$ cat src/rtl/multicycle_ctrl_if.sv
// Memory handshake bundle between the multi-cycle sequencer and the
// instruction/data memories.
//   imem_req   : instruction fetch request (sequencer -> imem)
//   imem_ready : fetch acknowledge, instruction valid this cycle (imem -> sequencer)
//   dmem_req   : data access request (sequencer -> dmem)
//   dmem_we    : data write enable, meaningful only with dmem_req
//   dmem_ready : data acknowledge, load data valid / store committed (dmem -> sequencer)
// master = sequencer side, slave = memory side.
interface multicycle_ctrl_if;
    logic imem_req;
    logic imem_ready;
    logic dmem_req;
    logic dmem_we;
    logic dmem_ready;

    modport master (
        output imem_req,
        output dmem_req,
        output dmem_we,
        input  imem_ready,
        input  dmem_ready
    );

    modport slave (
        input  imem_req,
        input  dmem_req,
        input  dmem_we,
        output imem_ready,
        output dmem_ready
    );
endinterface

$ cat src/rtl/multicycle_ctrl.sv
// Multi-cycle control sequencer for the RV32I core. Steps the shared datapath
// through FETCH/DECODE/EXEC/MEM/WB, owns the memory handshakes, a memory-wait
// watchdog, the retired-instruction counter and a sticky trap state.
// Ports:
//   clk, rst             : clock, synchronous active-high reset
//   bus (master)         : imem/dmem request/ready handshake
//   r_type..lui          : one-hot instruction-class flags, sampled in DECODE
//   branch_taken         : branch comparator result, sampled in EXEC
//   ir_we, pc_we         : IR load / PC update strobes
//   pc_sel               : 00 pc+4, 01 pc+imm, 10 (rs1+imm)&~1
//   alu_a_sel, alu_b_sel : 0 rs1 / 1 pc ; 0 rs2 / 1 imm
//   reg_we, wb_sel       : regfile write strobe; 00 alu, 01 load, 10 pc+4, 11 imm
//   retire, instret      : retire pulse and retired-instruction count
//   trap, trap_cause     : sticky halt; 01 illegal, 10 imem timeout, 11 dmem timeout
module multicycle_ctrl #(
    parameter int TIMEOUT = 16,
    parameter int CNT_W   = 32
) (
    input  logic             clk,
    input  logic             rst,
    multicycle_ctrl_if.master bus,
    input  logic             r_type,
    input  logic             i_type,
    input  logic             store,
    input  logic             load,
    input  logic             branch,
    input  logic             jal,
    input  logic             jalr,
    input  logic             auipc,
    input  logic             lui,
    input  logic             branch_taken,
    output logic             ir_we,
    output logic             pc_we,
    output logic [1:0]       pc_sel,
    output logic             alu_a_sel,
    output logic             alu_b_sel,
    output logic             reg_we,
    output logic [1:0]       wb_sel,
    output logic             retire,
    output logic [CNT_W-1:0] instret,
    output logic             trap,
    output logic [1:0]       trap_cause
);
    localparam int WAIT_W = (TIMEOUT > 0) ? $clog2(TIMEOUT + 1) : 1;

    typedef enum logic [2:0] {
        S_FETCH, S_DECODE, S_EXEC, S_MEM, S_WB, S_TRAP
    } state_t;

    state_t             state_reg, state_next;
    logic [8:0]         class_reg, class_next;
    logic [WAIT_W-1:0]  wait_cnt_reg, wait_cnt_next;
    logic [CNT_W-1:0]   instret_reg, instret_next;
    logic [1:0]         trap_cause_reg, trap_cause_next;

    logic [8:0] flags_in;
    logic is_r, is_st, is_ld, is_br, is_jal, is_jalr, is_auipc, is_lui;
    logic timeout_hit;

    // Ungated combinational outputs; forced low while rst is high.
    logic imem_req_c, dmem_req_c, dmem_we_c, ir_we_c, pc_we_c, alu_a_c, alu_b_c;
    logic reg_we_c, retire_c, trap_c;
    logic [1:0] pc_sel_c, wb_sel_c;

    assign flags_in = {lui, auipc, jalr, jal, branch, load, store, i_type, r_type};

    assign is_r     = class_reg[0];
    assign is_st    = class_reg[2];
    assign is_ld    = class_reg[3];
    assign is_br    = class_reg[4];
    assign is_jal   = class_reg[5];
    assign is_jalr  = class_reg[6];
    assign is_auipc = class_reg[7];
    assign is_lui   = class_reg[8];

    // The counter only ever holds TIMEOUT-1 before the trap is taken, so the
    // wait that would make it TIMEOUT is the one that traps (unless ready).
    assign timeout_hit = (TIMEOUT != 0) && (wait_cnt_reg == WAIT_W'(TIMEOUT - 1));

    always_comb begin
        state_next      = state_reg;
        class_next      = class_reg;
        wait_cnt_next   = '0;
        instret_next    = instret_reg;
        trap_cause_next = trap_cause_reg;
        imem_req_c      = 1'b0;
        dmem_req_c      = 1'b0;
        dmem_we_c       = 1'b0;
        ir_we_c         = 1'b0;
        pc_we_c         = 1'b0;
        pc_sel_c        = 2'b00;
        alu_a_c         = 1'b0;
        alu_b_c         = 1'b0;
        reg_we_c        = 1'b0;
        wb_sel_c        = 2'b00;
        retire_c        = 1'b0;
        trap_c          = 1'b0;

        case (state_reg)
            S_FETCH: begin
                imem_req_c = 1'b1;
                if (bus.imem_ready) begin
                    ir_we_c    = 1'b1;
                    state_next = S_DECODE;
                end else if (timeout_hit) begin
                    trap_cause_next = 2'b10;
                    state_next      = S_TRAP;
                end else if (TIMEOUT != 0) begin
                    wait_cnt_next = wait_cnt_reg + WAIT_W'(1);
                end
            end
            S_DECODE: begin
                class_next = flags_in;
                if (flags_in == 9'd0) begin
                    trap_cause_next = 2'b01;
                    state_next      = S_TRAP;
                end else begin
                    state_next = S_EXEC;
                end
            end
            S_EXEC: begin
                alu_a_c = is_auipc | is_jal | is_br;
                alu_b_c = ~(is_r | is_br);
                if (is_br) begin
                    pc_we_c    = 1'b1;
                    pc_sel_c   = branch_taken ? 2'b01 : 2'b00;
                    retire_c   = 1'b1;
                    state_next = S_FETCH;
                end else if (is_ld | is_st) begin
                    state_next = S_MEM;
                end else begin
                    state_next = S_WB;
                end
            end
            S_MEM: begin
                // Address path stays selected while the access is pending.
                alu_a_c    = 1'b0;
                alu_b_c    = 1'b1;
                dmem_req_c = 1'b1;
                dmem_we_c  = is_st;
                if (bus.dmem_ready) begin
                    if (is_st) begin
                        pc_we_c    = 1'b1;
                        retire_c   = 1'b1;
                        state_next = S_FETCH;
                    end else begin
                        state_next = S_WB;
                    end
                end else if (timeout_hit) begin
                    trap_cause_next = 2'b11;
                    state_next      = S_TRAP;
                end else if (TIMEOUT != 0) begin
                    wait_cnt_next = wait_cnt_reg + WAIT_W'(1);
                end
            end
            S_WB: begin
                alu_a_c  = is_auipc | is_jal | is_br;
                alu_b_c  = ~(is_r | is_br);
                reg_we_c = 1'b1;
                pc_we_c  = 1'b1;
                retire_c = 1'b1;
                if (is_ld)                 wb_sel_c = 2'b01;
                else if (is_jal | is_jalr) wb_sel_c = 2'b10;
                else if (is_lui)           wb_sel_c = 2'b11;
                if (is_jal)       pc_sel_c = 2'b01;
                else if (is_jalr) pc_sel_c = 2'b10;
                state_next = S_FETCH;
            end
            S_TRAP: begin
                trap_c = 1'b1;
            end
            default: begin
                state_next = S_FETCH;
            end
        endcase

        if (retire_c) begin
            instret_next = instret_reg + CNT_W'(1);
        end
    end

    always_ff @(posedge clk) begin
        if (rst) begin
            state_reg      <= S_FETCH;
            class_reg      <= '0;
            wait_cnt_reg   <= '0;
            instret_reg    <= '0;
            trap_cause_reg <= 2'b00;
        end else begin
            state_reg      <= state_next;
            class_reg      <= class_next;
            wait_cnt_reg   <= wait_cnt_next;
            instret_reg    <= instret_next;
            trap_cause_reg <= trap_cause_next;
        end
    end

    // Everything is held low during reset so a pending request is dropped at once.
    assign bus.imem_req = imem_req_c & ~rst;
    assign bus.dmem_req = dmem_req_c & ~rst;
    assign bus.dmem_we  = dmem_we_c  & ~rst;
    assign ir_we        = ir_we_c    & ~rst;
    assign pc_we        = pc_we_c    & ~rst;
    assign pc_sel       = rst ? 2'b00 : pc_sel_c;
    assign alu_a_sel    = alu_a_c    & ~rst;
    assign alu_b_sel    = alu_b_c    & ~rst;
    assign reg_we       = reg_we_c   & ~rst;
    assign wb_sel       = rst ? 2'b00 : wb_sel_c;
    assign retire       = retire_c   & ~rst;
    assign instret      = rst ? '0 : instret_reg;
    assign trap         = trap_c     & ~rst;
    assign trap_cause   = rst ? 2'b00 : trap_cause_reg;
endmodule

$ cat src/flat_wrapper.sv
// flat-port wrapper written by rule: the top's interface ports become plain ports
module multicycle_ctrl_flat 
#(
    parameter int TIMEOUT = 16,
    parameter int CNT_W   = 32
)
  (clk, rst, r_type, i_type, store, load, branch, jal, jalr, auipc, lui, branch_taken, ir_we, pc_we, pc_sel, alu_a_sel, alu_b_sel, reg_we, wb_sel, retire, instret, trap, trap_cause, bus_imem_req, bus_dmem_req, bus_dmem_we, bus_imem_ready, bus_dmem_ready);
  multicycle_ctrl_if bus_i ();
  input  logic clk;
  input  logic rst;
  input  logic r_type;
  input  logic i_type;
  input  logic store;
  input  logic load;
  input  logic branch;
  input  logic jal;
  input  logic jalr;
  input  logic auipc;
  input  logic lui;
  input  logic branch_taken;
  output logic ir_we;
  output logic pc_we;
  output logic [1:0] pc_sel;
  output logic alu_a_sel;
  output logic alu_b_sel;
  output logic reg_we;
  output logic [1:0] wb_sel;
  output logic retire;
  output logic [CNT_W-1:0] instret;
  output logic trap;
  output logic [1:0] trap_cause;
  output wire logic [$bits(bus_i.imem_req)-1:0] bus_imem_req;
  output wire logic [$bits(bus_i.dmem_req)-1:0] bus_dmem_req;
  output wire logic [$bits(bus_i.dmem_we)-1:0] bus_dmem_we;
  input wire logic [$bits(bus_i.imem_ready)-1:0] bus_imem_ready;
  input wire logic [$bits(bus_i.dmem_ready)-1:0] bus_dmem_ready;
  assign bus_imem_req = bus_i.imem_req;
  assign bus_dmem_req = bus_i.dmem_req;
  assign bus_dmem_we = bus_i.dmem_we;
  assign bus_i.imem_ready = bus_imem_ready;
  assign bus_i.dmem_ready = bus_dmem_ready;
  multicycle_ctrl #(.TIMEOUT(TIMEOUT), .CNT_W(CNT_W)) u_core (.clk(clk), .rst(rst), .bus(bus_i), .r_type(r_type), .i_type(i_type), .store(store), .load(load), .branch(branch), .jal(jal), .jalr(jalr), .auipc(auipc), .lui(lui), .branch_taken(branch_taken), .ir_we(ir_we), .pc_we(pc_we), .pc_sel(pc_sel), .alu_a_sel(alu_a_sel), .alu_b_sel(alu_b_sel), .reg_we(reg_we), .wb_sel(wb_sel), .retire(retire), .instret(instret), .trap(trap), .trap_cause(trap_cause));
endmodule
$ cat config.mk
export PLATFORM = sky130hd
export DESIGN_NAME = multicycle_ctrl_flat
export DESIGN_NICKNAME = d
export VERILOG_FILES = /design/src/rtl/multicycle_ctrl_if.sv /design/src/rtl/multicycle_ctrl.sv /design/src/flat_wrapper.sv
export SDC_FILE = /design/constraint.sdc
export NUM_CORES = 1
export LEC_CHECK = 0
export BUFFER_PORTS_ARGS = -buffer_cell sky130_fd_sc_hd__clkbuf_2
export CORE_MARGIN = 5
export CORE_UTILIZATION = 54
export CTS_CLUSTER_DIAMETER = 80
export DETAILED_ROUTE_END_ITERATION = 10
export PLACE_DENSITY_LB_ADDON = 0.05
export SLEW_MARGIN = 40
export SYNTH_ARGS = -nofsm -noshare
export SYNTH_HDL_FRONTEND = slang
export SYNTH_SLANG_ARGS = --single-unit
$ cat constraint.sdc
create_clock -name clk -period 2.3 [get_ports clk]
set_input_delay 0.115 -clock clk [delete_from_list [all_inputs] [get_ports clk]]
set_output_delay 0.115 -clock clk [all_outputs]
set_load 0.01 [all_outputs]
==> results of run 1 <==
[metal layers]
metal  up-vias  global-route usage, %  share of wire, %
li1       1336                      -                 -
met1      1237                   25.3                44
met2        73                   35.8                50
met3         9                   4.66               5.2
met4         0                   6.42               1.5
met5         -                      0                 0
[tightest hold or removal path, cell delays in order]
cell	delay [ns]
clkbuf_2	0.09
nand2_1	0.05
a21oi_1	0.05
[synth_stat cells, types with 3 or more instances]
cell,number,area share [%]
o21ai_0,17,3.1
mux2_2,3,1.2
nand2b_1,3,0.68
xnor2_1,16,5.1
buf_1,4,0.55
xor2_1,5,1.6
nand4_1,8,1.8
inv_1,5,0.68
nor3_1,11,2.0
a211oi_1,9,2.5
nor2_1,48,6.6
and4_1,6,1.9
nor2b_1,32,7.3
nor4_1,3,0.68
a21oi_1,19,3.5
mux2_1,4,1.6
dfxtp_1,50,36
nand2_1,22,3.0
and3_1,10,2.3
clkbuf_1,9,1.2
buf_2,3,0.55
or3_1,6,1.4
a2111oi_1,4,1.5
nand3_1,16,2.9
[cells by family (layout without fill, tap and decap cells)]
| kind of cell | after synthesis | count (layout) | synth area share, % |
|---|---|---|---|
| AO/OA/AOI/OAI | 61 | 61 | 15.0 |
| XOR/XNOR | 21 | 21 | 6.69 |
| adder cells (fa/ha/maj) | 2 | 2 | 0.910 |
| buffers and inverters | 22 | 84 | 3.28 |
| flip-flops | 50 | 50 | 36.4 |
| multiplexers | 8 | 8 | 3.23 |
| AND/OR/NAND/NOR | 179 | 179 | 34.5 |
[power breakdown]
group	internal, mW	switching [mW]
clock network	0.464	0.302
registers	0.882	0.0226
logic	0.0537	0.0907
total	1.40	0.415
[stage by stage]
stage               setup slack, ns  total power [mW]  utilization, %
floorplan                     0.433              1.02               -
global placement              0.320              1.07            62.8
detailed placement            0.282              1.07            62.8
CTS                           0.262              1.83            65.6
global route                 0.0799              1.89            65.6
finish                        0.259              1.81            65.6
[final timing paths]
check                         start                      to  cells past startpoint
min reg2reg  u_core.wait_cnt_reg[0]  u_core.wait_cnt_reg[0]                      1
min                            jalr     u_core.class_reg[6]                      3
max           u_core.instret_reg[8]  u_core.instret_reg[31]                      5
max reg2reg   u_core.instret_reg[8]  u_core.instret_reg[31]                      5
[cell type report]
| cell class | count | area (sq um) | share of cell area (%) |
|---|---|---|---|
| Clock buffer | 6 | 82.6 | 2.51 |
| Tap cell | 70 | 87.6 | 2.66 |
| Clock inverter | 2 | 60.1 | 1.83 |
| Sequential cell | 50 | 1000 | 30.4 |
| Timing Repair Buffer | 71 | 380 | 11.6 |
| Multi-Input combinational cell | 271 | 1660 | 50.4 |
| Inverter | 5 | 18.8 | 0.571 |
==> summary.md, run 1 <==
| Metric | Value |
|---|---|
| Reg clk slew, reported paths | `0.09 ns` |
| DRC | `0` |
| Total track usage | `around a fifth` |
| Reg2reg setup slack | `around 0.26 ns` |
| Post-CTS Hold Fix Bufs | `0` |
| Setup Skew | `0.00474 ns` |
| Layout cells sized above 1 | `approximately 22%` |
| PostCTS Resize Cnt | `0` |
| Input/output buffers | `61` |
| Leak | `1.29 nW` |
| Unrepaired setup endpoints after global routing | `no` |
| Finished Layout Cells | `475` |
| Final setup TNS | `0 ns` |
| P&R area growth vs syn | `19.6%` |
| CP max FO | `7` |
| Top FF cell, synth | `dfxtp_1` |
| TritonCTS clock tree | `yes` |
| Fin nets | `420` |
| Cell Area, Placed | `~3100 sq um` |
| Kind of critical path | `reg2reg` |
| CP arrival | `between 2 and 2.5 ns` |
| CP Cell Sequence | `nand4_1 -> or4_4 -> a21oi_4 -> and4_1 -> mux2_1` |
| Slew @ Worst Pin | `0.644 ns` |
| Initial Util | `54.9%` |
| # fillers | `456` |
| Max reg flops | `32` |
| First-pass GRT wire length | `about 11000 um` |
| Core Rows | `26` |
| Cell area power density | `about 550 nW/um^2` |
| Worst setup EP type | `flip-flop` |
| Antenna Cells | `0` |
| Vert. Die Dim | `81.3 um` |
| Detailed placement HPWL | `4880 um` |
| YS warnings | `0` |
| DP Cell Count | `~470` |
| GP Congestion | `~0.85` |
| Die footprint | `~6600 sq um` |
| Routed Wire Length | `6530 um` |
| Max-cap viol count | `0` |
| WHS | `0.0293 ns` |
| Worst EP required | `~2.5 ns` |
| Drt wl/cell | `13.7 um` |
| Most frequent cells in the layout | `clkbuf_2 (61), dfxtp_1 (50), nor2_1 (48)` |
| Setup bufs post-CTS | `0` |
| Vias in the first global route | `2447` |
| CTS Sinks | `50` |
| H-Tree Depth | `2` |
| Critical path's slowest cell | `or4_4` |
| Fmax | `490 MHz` |
| Design area | `3290 sq um` |
| Avg Cell Area, Syn | `8.01 sq um` |
| Initial antenna violation count | `0` |
| Count of final hold-check violations | `0` |
| Crit share post-route | `88.7%` |
| Clock Latency Late Sink | `0.31 ns` |
| Initial DRC Count | `206` |
| Synthesized area | `roughly 2700 sq um` |
| CTS buffer count | `5` |
| DRT antenna net count | `0` |
| Syn Inst Count | `between 300 and 400` |
| Top Ports | `62` |
| Maximum clock path buffer count | `2` |
| EDFF count, synth | `0` |
| Largest net degree at the start of global routing | `50` |
| Synth cell types | `47` |
| Max-slew violations | `0` |
| VDD IR max | `0.334 mV` |
| Root Driver | `clkbuf_8` |
| CP top delay family | `simple AND/OR/NAND/NOR gates` |
| Final setup violation count | `0` |
| Max-Slew Margin vs Limit | `56.6%` |
| Worst hold path class | `in2reg` |
| Minimum clock period | `2.04 ns` |
| CP Buf/Inv Count | `0` |
| Yosys reg bits | `50` |
| Total number of vias | `2655` |
| Outcome | `completed` |
| Mean number of vias per cell | `5.59` |
| Max incr delay on CP | `~0.56 ns` |
| Post-synth ARST share | `0%` |
| Critical Path Source Type | `flip-flop` |
| Die outline width | `81.3 um` |
| Most common cell after layout, fill and taps aside | `clkbuf_2` |
| Core area | `between 5000 and 6000 sq um` |
| Syn_nets | `359` |
| Detailed Routing Iterations Pass 1 | `5` |
| Grt ovf | `0` |
| Sequential area share after synthesis | `a little over a third` |
Note: power is estimated with default switching activity, not from simulation.
==> run 2: changes to the inputs <==
--- a/config.mk
+++ b/config.mk
@@ -5,9 +5,10 @@
 export SDC_FILE = /design/constraint.sdc
 export NUM_CORES = 1
 export LEC_CHECK = 0
+export ABC_AREA = 1
 export BUFFER_PORTS_ARGS = -buffer_cell sky130_fd_sc_hd__clkbuf_2
 export CORE_MARGIN = 5
-export CORE_UTILIZATION = 54
+export CORE_UTILIZATION = 50
 export CTS_CLUSTER_DIAMETER = 80
 export DETAILED_ROUTE_END_ITERATION = 10
 export PLACE_DENSITY_LB_ADDON = 0.05
==> run 2 against run 1 <==
Compared with the run above:
- synthesized cell count up 39%
- flip-flop and latch count unchanged
- first-iteration DRC count down 44%
- cell count up 28%
- routed wire length up 4.4%
- clock power down 31%
- register-to-register slack better by 0.42 ns
- utilization down 7.7 points
- non-clock buffer count down 8
- total power up 13%
- worst hold slack better by 0.076 ns
- design area up 3.0%
==> summary.md, run 2 <==
| Metric | Value |
|---|---|
| Max reg flops | `32 (unchanged)` |
| Initial antenna violation count | `0 (unchanged)` |
| YS warnings | `0 (unchanged)` |
| Die footprint | `7560 sq um (was 6620 sq um)` |
| GP Congestion | `0.848 (was 0.851)` |
| Synthesized area | `2960 sq um (was 2750 sq um)` |
| Die outline width | `86.9 um (was 81.3 um)` |
| Most common cell after layout, fill and taps aside | `nand2_1 (was clkbuf_2)` |
| Grt ovf | `0 (unchanged)` |
| Max-slew violations | `0 (unchanged)` |
| Core area | `5850 sq um (was 5010 sq um)` |
| Top cells by area, synth | `dfxtp_1 (34%), nand2_1 (13%), nor2_1 (12%), inv_1 (9.1%), nand3_1 (5.6%) (was dfxtp_1 (36%), nor2b_1 (7.3%), nor2_1 (6.6%), xnor2_1 (5.1%), a21oi_1 (3.5%))` |
| Slew @ Worst Pin | `0.410 ns (was 0.644 ns)` |
| Outcome | `completed (unchanged)` |
| CTS Sinks | `50 (unchanged)` |
| DRC | `0 (unchanged)` |
| Worst Hold Endpoint | `u_core.class_reg[6] (unchanged)` |
| Clock Latency Late Sink | `0.31 ns (about the same)` |
| Detailed Routing Iterations Pass 1 | `5 (unchanged)` |
| Initial Util | `50.6% (was 54.9%)` |
| Layout cells sized above 1 | `18.2% (was 21.7%)` |
| Syn_nets | `492 (was 359)` |
| Cell Area, Placed | `3300 sq um (was 3150 sq um)` |
| Hold Startpoint | `jalr (unchanged)` |
| Count of final hold-check violations | `0 (unchanged)` |
| Drt wl/cell | `11.2 um (was 13.7 um)` |
| Largest net degree at the start of global routing | `41 (was 50)` |
| Antenna Cells | `0 (unchanged)` |
| Setup bufs post-CTS | `0 (unchanged)` |
| H-Tree Depth | `2 (unchanged)` |
| Top cells by count, synth | `nand2_1 (99), nor2_1 (92), inv_1 (72), dfxtp_1 (50), nand3_1 (33) (was dfxtp_1 (50), nor2_1 (48), nor2b_1 (32), nand2_1 (22), a21oi_1 (19))` |
| Total number of vias | `2985 (was 2655)` |
| Routed Wire Length | `6820 um (was 6530 um)` |
| Root Driver | `clkbuf_8 (unchanged)` |
| Reg2Reg Launch Point | `u_core.state_reg[1] (was u_core.instret_reg[8])` |
| Leak | `1.48 nW (was 1.29 nW)` |
| Design area | `3390 sq um (was 3290 sq um)` |
| Total track usage | `19.5% (was 20.7%)` |
| Core Rows | `28 (was 26)` |
| Top FF cell, synth | `dfxtp_1 (unchanged)` |
| Final setup violation count | `0 (unchanged)` |
| Hold Path Depth | `3 (unchanged)` |
| Input/output buffers | `61 (unchanged)` |
| EDFF count, synth | `0 (unchanged)` |
| Sequential area share after synthesis | `33.8% (was 36.4%)` |
| Top-count cell post-synth | `nand2_1 (was dfxtp_1)` |
| CP max FO | `35 (was 7)` |
| Detailed placement HPWL | `5340 um (was 4880 um)` |
| Yosys reg bits | `50 (unchanged)` |
| Share of the synthesized area in the top cell type | `33.8% (was 36.4%)` |
| Unrepaired setup endpoints after global routing | `no (unchanged)` |
| Worst setup EP type | `primary output (was flip-flop)` |
| Area leader, netlist | `dfxtp_1 (unchanged)` |
| Vert. Die Dim | `86.9 um (was 81.3 um)` |
| Fin nets | `548 (was 420)` |
| P&R area growth vs syn | `14.4% (was 19.6%)` |
| VDD IR max | `0.379 mV (was 0.334 mV)` |
| Critical Path Source Type | `flip-flop (unchanged)` |
| # fillers | `578 (was 456)` |
| Synth cell types | `35 (was 47)` |
| Final setup TNS | `0 ns (unchanged)` |
| R2R depth | `6 (was 5)` |
| Syn Inst Count | `476 (was 343)` |
| Avg Cell Area, Syn | `6.22 sq um (was 8.01 sq um)` |
| Vias in the first global route | `2832 (was 2447)` |
| Max-cap viol count | `0 (unchanged)` |
| CTS buffer count | `5 (unchanged)` |
| Setup Skew | `0.00743 ns (was 0.00474 ns)` |
| Fmax | `545 MHz (was 490 MHz)` |
| Reg-to-Reg End | `u_core.instret_reg[14] (was u_core.instret_reg[31])` |
| Initial DRC Count | `116 (was 206)` |
| Reg clk slew, reported paths | `0.09 ns (about the same)` |
| Minimum clock period | `1.84 ns (was 2.04 ns)` |
| Layout Utilization | `57.9% (was 65.6%)` |
| Final Power | `2.06 mW (was 1.81 mW)` |
| Kind of critical path | `reg2out (was reg2reg)` |
| Post-synth ARST share | `0% (unchanged)` |
| DRT antenna net count | `0 (unchanged)` |
| Worst hold path class | `in2reg (unchanged)` |
| Top Ports | `62 (unchanged)` |
| Most frequent cells in the layout | `nand2_1 (99), nor2_1 (92), inv_1 (72) (was clkbuf_2 (61), dfxtp_1 (50), nor2_1 (48))` |
| First-pass GRT wire length | `12100 um (was 10900 um)` |
| Maximum clock path buffer count | `2 (unchanged)` |
| TritonCTS clock tree | `yes (unchanged)` |
| Reg2reg setup slack | `0.68 ns (was 0.26 ns)` |
| PostCTS Resize Cnt | `0 (unchanged)` |
| WHS | `0.105 ns (was 0.0293 ns)` |
| Cell area power density | `607 nW/um^2 (was 552 nW/um^2)` |
| CP arrival | `1.72 ns (was 2.24 ns)` |
| Post-CTS Hold Fix Bufs | `0 (unchanged)` |
| Mean number of vias per cell | `4.91 (was 5.59)` |
| Worst EP required | `2.18 ns (was 2.50 ns)` |
| Crit share post-route | `79.8% (was 88.7%)` |
| Max-Slew Margin vs Limit | `72.7% (was 56.6%)` |
## run 2: layer usage
metal	track usage [%]	vias to the layer above	routed length [um]
met1	25.1	1317	3230
li1	-	1604	-
met2	33.8	55	3230
met3	2.84	9	261
met5	0	-	0
met4	5.67	0	91
## run 2: logic make-up after synthesis
family | count (synthesis) | synth area share [%]
fa+ha+maj | 2 | 0.845
xor+xnor | 4 | 1.18
flops | 50 | 33.8
simple gates | 274 | 41.8
buf+inv | 89 | 12.2
compound gates | 57 | 10.2
## run 2: worst max path at each step
stage                          start                     end  slack (ns)  cells past startpoint
3_3_place_gp     u_core.state_reg[1]  u_core.instret_reg[14]        0.71                      6
2_1_floorplan  u_core.instret_reg[1]  u_core.instret_reg[26]        0.90                      8
5_1_grt          u_core.state_reg[1]                   pc_we        0.28                      7
3_5_place_dp     u_core.state_reg[1]  u_core.instret_reg[14]        0.66                      6
4_1_cts          u_core.state_reg[1]                  retire        0.43                      7
6_report         u_core.state_reg[1]                  retire        0.46                      7
## run 2: metrics by stage
step	worst slack (ns)	instances
after global routing	0.281	608
after CTS	0.428	608
after global placement	0.713	600
after detailed placement	0.656	600
final	0.464	608
after floorplan	0.904	476
## run 2: area by class of cell
| class | count | area, sq um | area share, % |
|---|---|---|---|
| Clock buffer | 7 | 86.3 | 2.55 |
| Clock inverter | 1 | 5.00 | 0.148 |
| Inverter | 75 | 282 | 8.31 |
| Multi-Input combinational cell | 337 | 1600 | 47.2 |
| Sequential cell | 50 | 1000 | 29.6 |
| Tap cell | 75 | 93.8 | 2.77 |
| Timing Repair Buffer | 63 | 320 | 9.46 |
## run 2: report_power, final
group / switching (mW) / internal (mW)
logic: 0.356 / 0.154
clock network: 0.288 / 0.243
registers: 0.0647 / 0.951
## run 2: critical path: stages (launching register included)
cell	delay [ns]
dfxtp_1	0.45
nand2_2	0.10
nor2_4	0.12
nand2_2	0.08
nand3_4	0.32
nand2_1	0.09
inv_1	0.11
clkbuf_2	0.14
